**src/rtl/fb_arbiter.sv**
```systemverilog
`default_nettype none
// ============================================================================
//  Module      : fb_arbiter
//  Description : Single-port frame-buffer arbiter. Shares one synchronous
//                16-bit-word RAM (four 4-bit pixels per word) between a VGA
//                read port, a GPU pixel-write port and a full-screen fill
//                engine.
//
//                The VGA port has absolute priority on every cycle. Pixel
//                writes are performed as a read-modify-write of the
//                containing word. The fill engine writes one word per
//                VGA-free cycle.
//
//  Ports
//    clk          : single clock, all logic on the rising edge
//    reset        : synchronous, active-high reset
//    vga_req      : VGA pixel read request (accepted every cycle it is high)
//    vga_addr     : VGA pixel address, [16:2] word, [1:0] nibble
//    vga_valid    : vga_pixel valid (two cycles after vga_req)
//    vga_pixel    : requested pixel, registered
//    wr_valid     : GPU pixel write request
//    wr_ready     : write accepted when wr_valid && wr_ready
//    wr_addr      : pixel write address, same packing as vga_addr
//    wr_pixel     : pixel value to write
//    clear_start  : one-cycle pulse, fill frame buffer with clear_color
//    clear_color  : fill value, sampled with clear_start
//    clear_busy   : fill in progress
//    clear_done   : pulses in the cycle the last fill word is written
//    mem_addr     : RAM word address
//    mem_we       : RAM word write enable
//    mem_wdata    : RAM write data
//    mem_rdata    : RAM read data, valid the cycle after the address
//
//  Revision    : 1.0 - initial release
// ============================================================================
module fb_arbiter (
    input  logic        clk,
    input  logic        reset,

    input  logic        vga_req,
    input  logic [16:0] vga_addr,
    output logic        vga_valid,
    output logic [3:0]  vga_pixel,

    input  logic        wr_valid,
    output logic        wr_ready,
    input  logic [16:0] wr_addr,
    input  logic [3:0]  wr_pixel,

    input  logic        clear_start,
    input  logic [3:0]  clear_color,
    output logic        clear_busy,
    output logic        clear_done,

    output logic [14:0] mem_addr,
    output logic        mem_we,
    output logic [15:0] mem_wdata,
    input  logic [15:0] mem_rdata
);

    // ------------------------------------------------------------------------
    // Constants and state encoding
    // ------------------------------------------------------------------------
    localparam logic [14:0] c_LAST_WORD = 15'h7FFF;

    typedef enum logic [2:0] {
        S_IDLE  = 3'd0,
        S_RD    = 3'd1,
        S_MERGE = 3'd2,
        S_WR    = 3'd3,
        S_CLEAR = 3'd4
    } state_t;

    state_t      r_state;
    state_t      w_state_nxt;

    // Latched pixel-write request
    logic [14:0] r_wr_word;
    logic [1:0]  r_wr_nib;
    logic [3:0]  r_wr_pix;

    // Merged word parked while VGA holds the bus in MERGE
    logic [15:0] r_hold;

    // Fill engine
    logic [14:0] r_clr_cnt;
    logic [3:0]  r_clr_color;

    // VGA read pipeline: stage 1 tracks the request while the RAM is
    // reading, stage 2 is the registered output.
    logic        r_vga_p1_valid;
    logic [1:0]  r_vga_p1_nib;
    logic        r_vga_valid;
    logic [3:0]  r_vga_pixel;

    // Combinational bus and control strobes
    logic [14:0] w_addr;
    logic        w_we;
    logic [15:0] w_wdata;
    logic        w_accept;
    logic        w_clr_load;
    logic        w_clr_adv;
    logic        w_hold_load;
    logic        w_done;
    logic [15:0] w_merged;
    logic [3:0]  w_vga_sel;

    // ------------------------------------------------------------------------
    // Read data manipulation
    // ------------------------------------------------------------------------
    // Word just read with the latched nibble replaced by the new pixel.
    always_comb begin
        w_merged = mem_rdata;
        case (r_wr_nib)
            2'd0:    w_merged[3:0]   = r_wr_pix;
            2'd1:    w_merged[7:4]   = r_wr_pix;
            2'd2:    w_merged[11:8]  = r_wr_pix;
            default: w_merged[15:12] = r_wr_pix;
        endcase
    end

    // Nibble of the returning word requested by the VGA one cycle earlier.
    always_comb begin
        case (r_vga_p1_nib)
            2'd0:    w_vga_sel = mem_rdata[3:0];
            2'd1:    w_vga_sel = mem_rdata[7:4];
            2'd2:    w_vga_sel = mem_rdata[11:8];
            default: w_vga_sel = mem_rdata[15:12];
        endcase
    end

    // ------------------------------------------------------------------------
    // Next-state, bus ownership and control strobes
    // ------------------------------------------------------------------------
    // A VGA request owns the bus outright; every state below only touches the
    // bus in cycles without one, otherwise it simply waits.
    always_comb begin
        w_state_nxt = r_state;
        w_addr      = 15'd0;
        w_we        = 1'b0;
        w_wdata     = 16'd0;
        w_accept    = 1'b0;
        w_clr_load  = 1'b0;
        w_clr_adv   = 1'b0;
        w_hold_load = 1'b0;
        w_done      = 1'b0;

        if (vga_req) begin
            w_addr = vga_addr[16:2];
        end

        case (r_state)
            S_IDLE: begin
                // Fill request wins over a simultaneous pixel write; the
                // write stays pending since wr_ready is low this cycle.
                if (clear_start) begin
                    w_clr_load  = 1'b1;
                    w_state_nxt = S_CLEAR;
                end else if (wr_valid) begin
                    w_accept    = 1'b1;
                    w_state_nxt = S_RD;
                end
            end

            S_RD: begin
                if (!vga_req) begin
                    w_addr      = r_wr_word;
                    w_state_nxt = S_MERGE;
                end
            end

            S_MERGE: begin
                // Read data is only valid this one cycle, so if VGA takes the
                // bus the merged word must be parked in the hold register.
                if (!vga_req) begin
                    w_addr      = r_wr_word;
                    w_we        = 1'b1;
                    w_wdata     = w_merged;
                    w_state_nxt = S_IDLE;
                end else begin
                    w_hold_load = 1'b1;
                    w_state_nxt = S_WR;
                end
            end

            S_WR: begin
                if (!vga_req) begin
                    w_addr      = r_wr_word;
                    w_we        = 1'b1;
                    w_wdata     = r_hold;
                    w_state_nxt = S_IDLE;
                end
            end

            S_CLEAR: begin
                if (!vga_req) begin
                    w_addr    = r_clr_cnt;
                    w_we      = 1'b1;
                    w_wdata   = {4{r_clr_color}};
                    w_clr_adv = 1'b1;
                    if (r_clr_cnt == c_LAST_WORD) begin
                        w_done      = 1'b1;
                        w_state_nxt = S_IDLE;
                    end
                end
            end

            default: begin
                w_state_nxt = S_IDLE;
            end
        endcase
    end

    // ------------------------------------------------------------------------
    // Registers
    // ------------------------------------------------------------------------
    always_ff @(posedge clk) begin
        if (reset) begin
            r_state <= S_IDLE;
        end else begin
            r_state <= w_state_nxt;
        end
    end

    always_ff @(posedge clk) begin
        if (reset) begin
            r_wr_word   <= 15'd0;
            r_wr_nib    <= 2'd0;
            r_wr_pix    <= 4'd0;
            r_hold      <= 16'd0;
            r_clr_cnt   <= 15'd0;
            r_clr_color <= 4'd0;
        end else begin
            if (w_accept) begin
                r_wr_word <= wr_addr[16:2];
                r_wr_nib  <= wr_addr[1:0];
                r_wr_pix  <= wr_pixel;
            end
            if (w_hold_load) begin
                r_hold <= w_merged;
            end
            if (w_clr_load) begin
                r_clr_cnt   <= 15'd0;
                r_clr_color <= clear_color;
            end else if (w_clr_adv) begin
                r_clr_cnt <= r_clr_cnt + 15'd1;
            end
        end
    end

    always_ff @(posedge clk) begin
        if (reset) begin
            r_vga_p1_valid <= 1'b0;
            r_vga_p1_nib   <= 2'd0;
            r_vga_valid    <= 1'b0;
            r_vga_pixel    <= 4'd0;
        end else begin
            r_vga_p1_valid <= vga_req;
            r_vga_p1_nib   <= vga_addr[1:0];
            r_vga_valid    <= r_vga_p1_valid;
            if (r_vga_p1_valid) begin
                r_vga_pixel <= w_vga_sel;
            end
        end
    end

    // ------------------------------------------------------------------------
    // Outputs
    // ------------------------------------------------------------------------
    // Outputs are forced to their idle values while reset is asserted so an
    // operation interrupted by reset never reaches the RAM in that cycle.
    assign mem_addr   = reset ? 15'd0 : w_addr;
    assign mem_we     = reset ? 1'b0  : w_we;
    assign mem_wdata  = reset ? 16'd0 : w_wdata;
    assign vga_valid  = reset ? 1'b0  : r_vga_valid;
    assign vga_pixel  = reset ? 4'd0  : r_vga_pixel;
    assign clear_busy = reset ? 1'b0  : (r_state == S_CLEAR);
    assign clear_done = reset ? 1'b0  : w_done;
    assign wr_ready   = (r_state == S_IDLE) && !clear_start;

endmodule
`default_nettype wire
```
**config.mk**
```make
export PLATFORM = sky130hd
export DESIGN_NAME = fb_arbiter
export DESIGN_NICKNAME = d
export VERILOG_FILES = /design/src/rtl/fb_arbiter.sv
export SDC_FILE = /design/constraint.sdc
export NUM_CORES = 1
export LEC_CHECK = 0
export CORE_ASPECT_RATIO = 0.7
export CORE_MARGIN = 10
export CORE_UTILIZATION = 30
export DETAILED_ROUTE_END_ITERATION = 12
export MAX_ROUTING_LAYER = met4
export REMOVE_ABC_BUFFERS = 1
export SYNTH_ARGS = -nofsm -noshare
export SYNTH_HDL_FRONTEND = slang
export SYNTH_SLANG_ARGS = --single-unit
```
**constraint.sdc**
```tcl
create_clock -name clk -period 6.4 [get_ports clk]
set_input_delay 1.92 -clock clk [delete_from_list [all_inputs] [get_ports clk]]
set_output_delay 1.92 -clock clk [all_outputs]
set_load 0.03 [all_outputs]
```
# == After elaboration in Yosys (flattened, before gate mapping) ==
# Cells that the tools add are included.
# totals
register_bits,67
inputBits,63
out_inout_bits,40
# op_classes
add_sub_neg,1
n_eq_ne,14
mux,41
n_reduce_logical,10
# ops
operator,count
two-way mux 16 bit,4
two-way mux 15 bit,4
case mux 16 bit (3 select lines),1
case mux 15 bit (2 select lines),1
two-way mux 4 bit,5
two-way mux 3 bit,6
two-way mux 1 bit,17
"adder 15 x 1 -> 15 bit, second input constant",1
"== test 15 bit, second input constant",1
case mux 3 bit (5 select lines),1
case mux 4 bit (3 select lines),1
OR reduction 3 bit,3
"inequality test 2 bit, second input constant",4
"== test 3 x 2 -> 1 bit, second input constant",2
AND reduction 5 bit,1
"== test 2 x 1 -> 1 bit, second input constant",2
"== test 2 bit, second input constant",2
logical NOT 2 bit,2
"== test 3 x 1 -> 1 bit, second input constant",1
"== test 3 bit, second input constant",1
logical NOT 3 bit,1
"inequality test 3 bit, second input constant",1
two-way mux 2 bit,1
OR reduction 2 bit,1
other kinds (2),2

# == Logic depth before layout (Yosys ltp) ==
# Gate-level depths: netlist of run 1.
# logic_depth
depth_word,6
mapped_depth,8
depth_no_buf,5

# == Least setup slack after synthesis of run 1 ==
# Ideal clock, no wire load.
# synth_timing
path_type,input -> output
from,input port vga_req
to,output port clear_done
arrival_ns,3.771
path_slack_ns,0.709
path_stages,4
path_buffers,1
path_cell_list,or4b_1 -> buf_2 -> or4_4 -> nor3_1
# synth_between
elab_chain_len,3
# synth_rtl
element,line,text
"start, declared",40,"input logic vga_req,"
two-way mux 1 bit,196,if (!vga_req) begin
two-way mux 1 bit,152,case (r_state)
two-way mux 1 bit,278,assign clear_done = reset ? 1'b0 : w_done;
"end, declared",53,"output logic clear_done,"
# No other way between the ends.

# == Final worst setup path of run 1 ==
# layout_timing
from,input port vga_req
to,output port mem_wdata[2]
# layout_between
elab_chain_len,3
word_cells_on_any_way,5
classes_between,5 x mux
# layout_rtl
element,line,text
"two-way mux 16 bit, on equally long branches","196, 175, 187",
case mux 16 bit (3 select lines) *,152,
two-way mux 16 bit *,274,assign mem_wdata = reset ? 16'd0 : w_wdata;
"end, declared",57,"output logic [15:0] mem_wdata,"
# Mark *: on every way between the ends. The rest lies on a longest branch, timed or not.

==> impl_results.md, run 1 <==
* Via count at 3,271
* Simple-gate share of the synthesized area at 0.231
* Post-synth cell types at 38
* Worst Setup SP: vga_req
* Antenna violations before repair at 0
* Die Width at 148 um
* CP Launch Type: input pin
* Gr usage total at 0.142
* TritonCTS Buffers at 9
* Critical path's slowest cell: clkdlybuf4s50_1
* Crit-path max cell delay at 0.72 ns
* Clk root buf: clkbuf_16
* XOR/XNOR Fraction of Synth Area at 0.0256
* Worst VDD drop at 144 uV
* Layout Nets at 572
* CP Data Required Time at 4.48 ns
* Largest net degree at the start of global routing at 57
* CTS sink count at 67
* DP HPWL at 8860 um
* # setup viols final at 0
* TritonRoute pass-1 iters at 5
* Static leakage at 0.00167 uW
* Global-route wire length before repair at 17,700 um
* Avg Synthesized Cell Area at 8.16 um2
* Area of the core at 0.0111 mm2
* Post-Synthesis Cells at 420
* DP Cell Count at 650
* CP Cell Sequence: clkdlybuf4s50_1 > or2_2 > o21bai_1 > o21ai_0 > clkdlybuf4s50_1
* Hold-fix buffers, CTS at 0
* R2r startpoint: r_state[1]$_SDFFE_PP0P_
* Die area at 0.0162 mm2
* Commonest non-fill, non-tap cell in the layout: clkdlybuf4s50_1
* Resize count post-CTS at 0
* Highest fanout seen on the critical path at 8
* Synth-to-Final Area Change at 42.4%
* Via-to-Cell Ratio at 4.91
* Max Root-Sink Buffers at 2
* Worst min path class: reg2reg
* FILL cells at 1,104
* Slew headroom at 0.258
* Top post-synthesis cells by area: dfxtp_1 (39%), nand2_1 (7.8%), mux2i_1 (7.3%)
* I/O pins at 103
* Hold_sp: r_wr_word[11]$_SDFFE_PP0P_
* CP Class: in2out
* Synth warn at 0
* TNS Setup at 0 ns
* Detailed Route WL at 11,500 um
* Fin. Hold Viols at 0
* Port Buf Inserts at 102
* # H-tree levels at 3
* Sequential area share after synthesis at 0.392
* DR WL/cell at 17.3 um
* PD cells at 222 mW/mm2
* Top cell type by total area after synthesis: dfxtp_1
* Final period utilization at 0.948
* ANT cells at 0
* CP Buf/Inv Count at 2
* Post-CTS Setup Repair Bufs at 0
* Power Total at 1080 uW
* Most used cell, CP: clkdlybuf4s50_1
* Drt drc at 0
* Worst reg2reg setup slack at 3.57 ns
* Die height at 109 um
* Final setup margin at 0.335 ns
* Pre-CTS setup slack at 0.373 ns
* Initial core utilization at 0.309
* Main combinational cell family by area after synthesis: simple AND/OR/NAND/NOR gates
* Congestion Overflow GR at 0
* Most frequent cells in the layout: clkdlybuf4s50_1 (89), nand2_1 (71), dfxtp_1 (67), nor2_1 (39), o21ai_0 (32)
* CTS tree: built
* Complex-gate fraction of the synthesized area at 0.178
* Max Cap Viol at 0
* Layout Cells excl Fill at 666
* Share of the synthesized area in the top cell type at 0.392
* Post-route ant nets at 0
* Worst-Skew Late Latency at 0.33 ns
* Post-synthesis mux area share at 0.126
* Iter 0 DRT Violations at 261
* CP endpoint kind: output pin
* Worst-Margin Slew at 1.11 ns
* Top cell family by delay on the critical path: buffers and inverters
* Rows at 32
* CTS clk-pin slew, worst paths at 0.05 ns
* Layout cells sized above 1 at 0.0994
* Status: finished, final reports clean
* Synthesized cell area at 0.00343 mm2
* #FFs+latches synth at 67
* Max Freq at 0.165 GHz
* Vias in the first global route at 3,247
* Finished Cell Area at 0.00488 mm2
* Placer Congestion at 0.864
* Post-Synth Adder-Cell Area at 0.00365
* Final min period at 6.06 ns
* RSZ-0062 raised after global routing: false
* Crit path DAT at 4.14 ns
* Clock Skew at 0.00685 ns
* Count of pins over their slew limit at 0
* DP Area at 0.00458 mm2
[power breakdown]
group          internal [uW]  switching (uW)  total (uW)
registers                430            13.3         444
logic                   77.4            77.9         155
clock network            311             174         486
total                    819             265        1080
[registers in the layout, indices dropped and copies added (netlist names)]
name            count
r_hold             16
r_clr_cnt          15
r_wr_word          15
r_clr_color         4
r_vga_pixel         4
r_wr_pix            4
r_state             3
r_vga_p1_nib        2
r_wr_nib            2
r_vga_p1_valid      1
r_vga_valid         1
[path summary, 6_finish.rpt]
kind,end,depth (start not counted)
setup / recovery,mem_wdata[2],5
hold / removal,r_wr_word[11]$_SDFFE_PP0P_,2
setup reg to reg,r_hold[8]$_SDFFE_PP0P_,4
hold reg to reg,r_wr_word[11]$_SDFFE_PP0P_,2
[final cells by class]
type / count / area (um2) / area share
clock inverters: 4 / 50.0 / 0.0103
well taps: 153 / 191 / 0.0392
clock buffers: 12 / 246 / 0.0505
inverters: 5 / 18.8 / 0.00385
repair buffers: 109 / 1100 / 0.226
multi-input cells: 316 / 1930 / 0.396
flip-flops and latches: 67 / 1340 / 0.275
[metal layers]
layer,share of wire,vias to the layer above,GRT usage
met5,0,-,-
met4,0.011,0,0.0465
met3,0.052,10,0.0382
met2,0.47,75,0.214
met1,0.47,1536,0.182
li1,-,1650,-
[worst min-delay path: cells and delay by family, from the launching register on]
| kind | cells | cell delay, ns |
|---|---|---|
| and+or+nand+nor | 1 | 0.05 |
| DFF | 1 | 0.30 |
| AOI/OAI and AO/OA | 1 | 0.05 |
[cells by family after synthesis]
logic type               after synthesis
flip-flops                            67
AO/OA/AOI/OAI                         99
XOR/XNOR                              10
AND/OR/NAND/NOR                      169
multiplexers                          37
adder cells (fa/ha/maj)                1
buffers and inverters                 37
[stage by stage]
step           utilization  hold WS (ns)
5_1_grt              0.440         0.477
3_3_place_gp         0.413         0.445
4_1_cts              0.440         0.455
6_report             0.440         0.454
3_5_place_dp         0.413         0.448
2_1_floorplan            -         0.430
[synth_stat cells, drive strengths merged]
library cell / instances
a211oi: 8
a21oi: 27
a221oi: 2
a22oi: 21
a2bb2oi: 8
and2: 4
and3: 1
buf: 8
clkbuf: 24
dfxtp: 67
ha: 1
inv: 5
mux2: 8
mux2i: 25
mux4: 4
nand2: 71
nand2b: 3
nand3: 4
nand4: 4
nor2: 39
nor2b: 12
nor3: 8
nor3b: 3
nor4: 7
nor4b: 2
o21ai: 32
o21bai: 1
or2: 3
or3: 5
or4: 2
or4b: 1
xnor2: 8
xor2: 2
Note: power is estimated with default switching activity, not from simulation.
==> run 2: changes to the inputs <==
HOLD_SLACK_MARGIN = 0.08   (was unset)
==> results of run 2 <==
Final layout, timing and power as in run 1 (identical DEF).
==> run 3: changes to the inputs <==
CTS_CLUSTER_DIAMETER = 120   (was unset)
TNS_END_PERCENT = 10   (was unset)
==> results of run 3 <==
Final layout, timing and power as in run 1 (identical DEF).
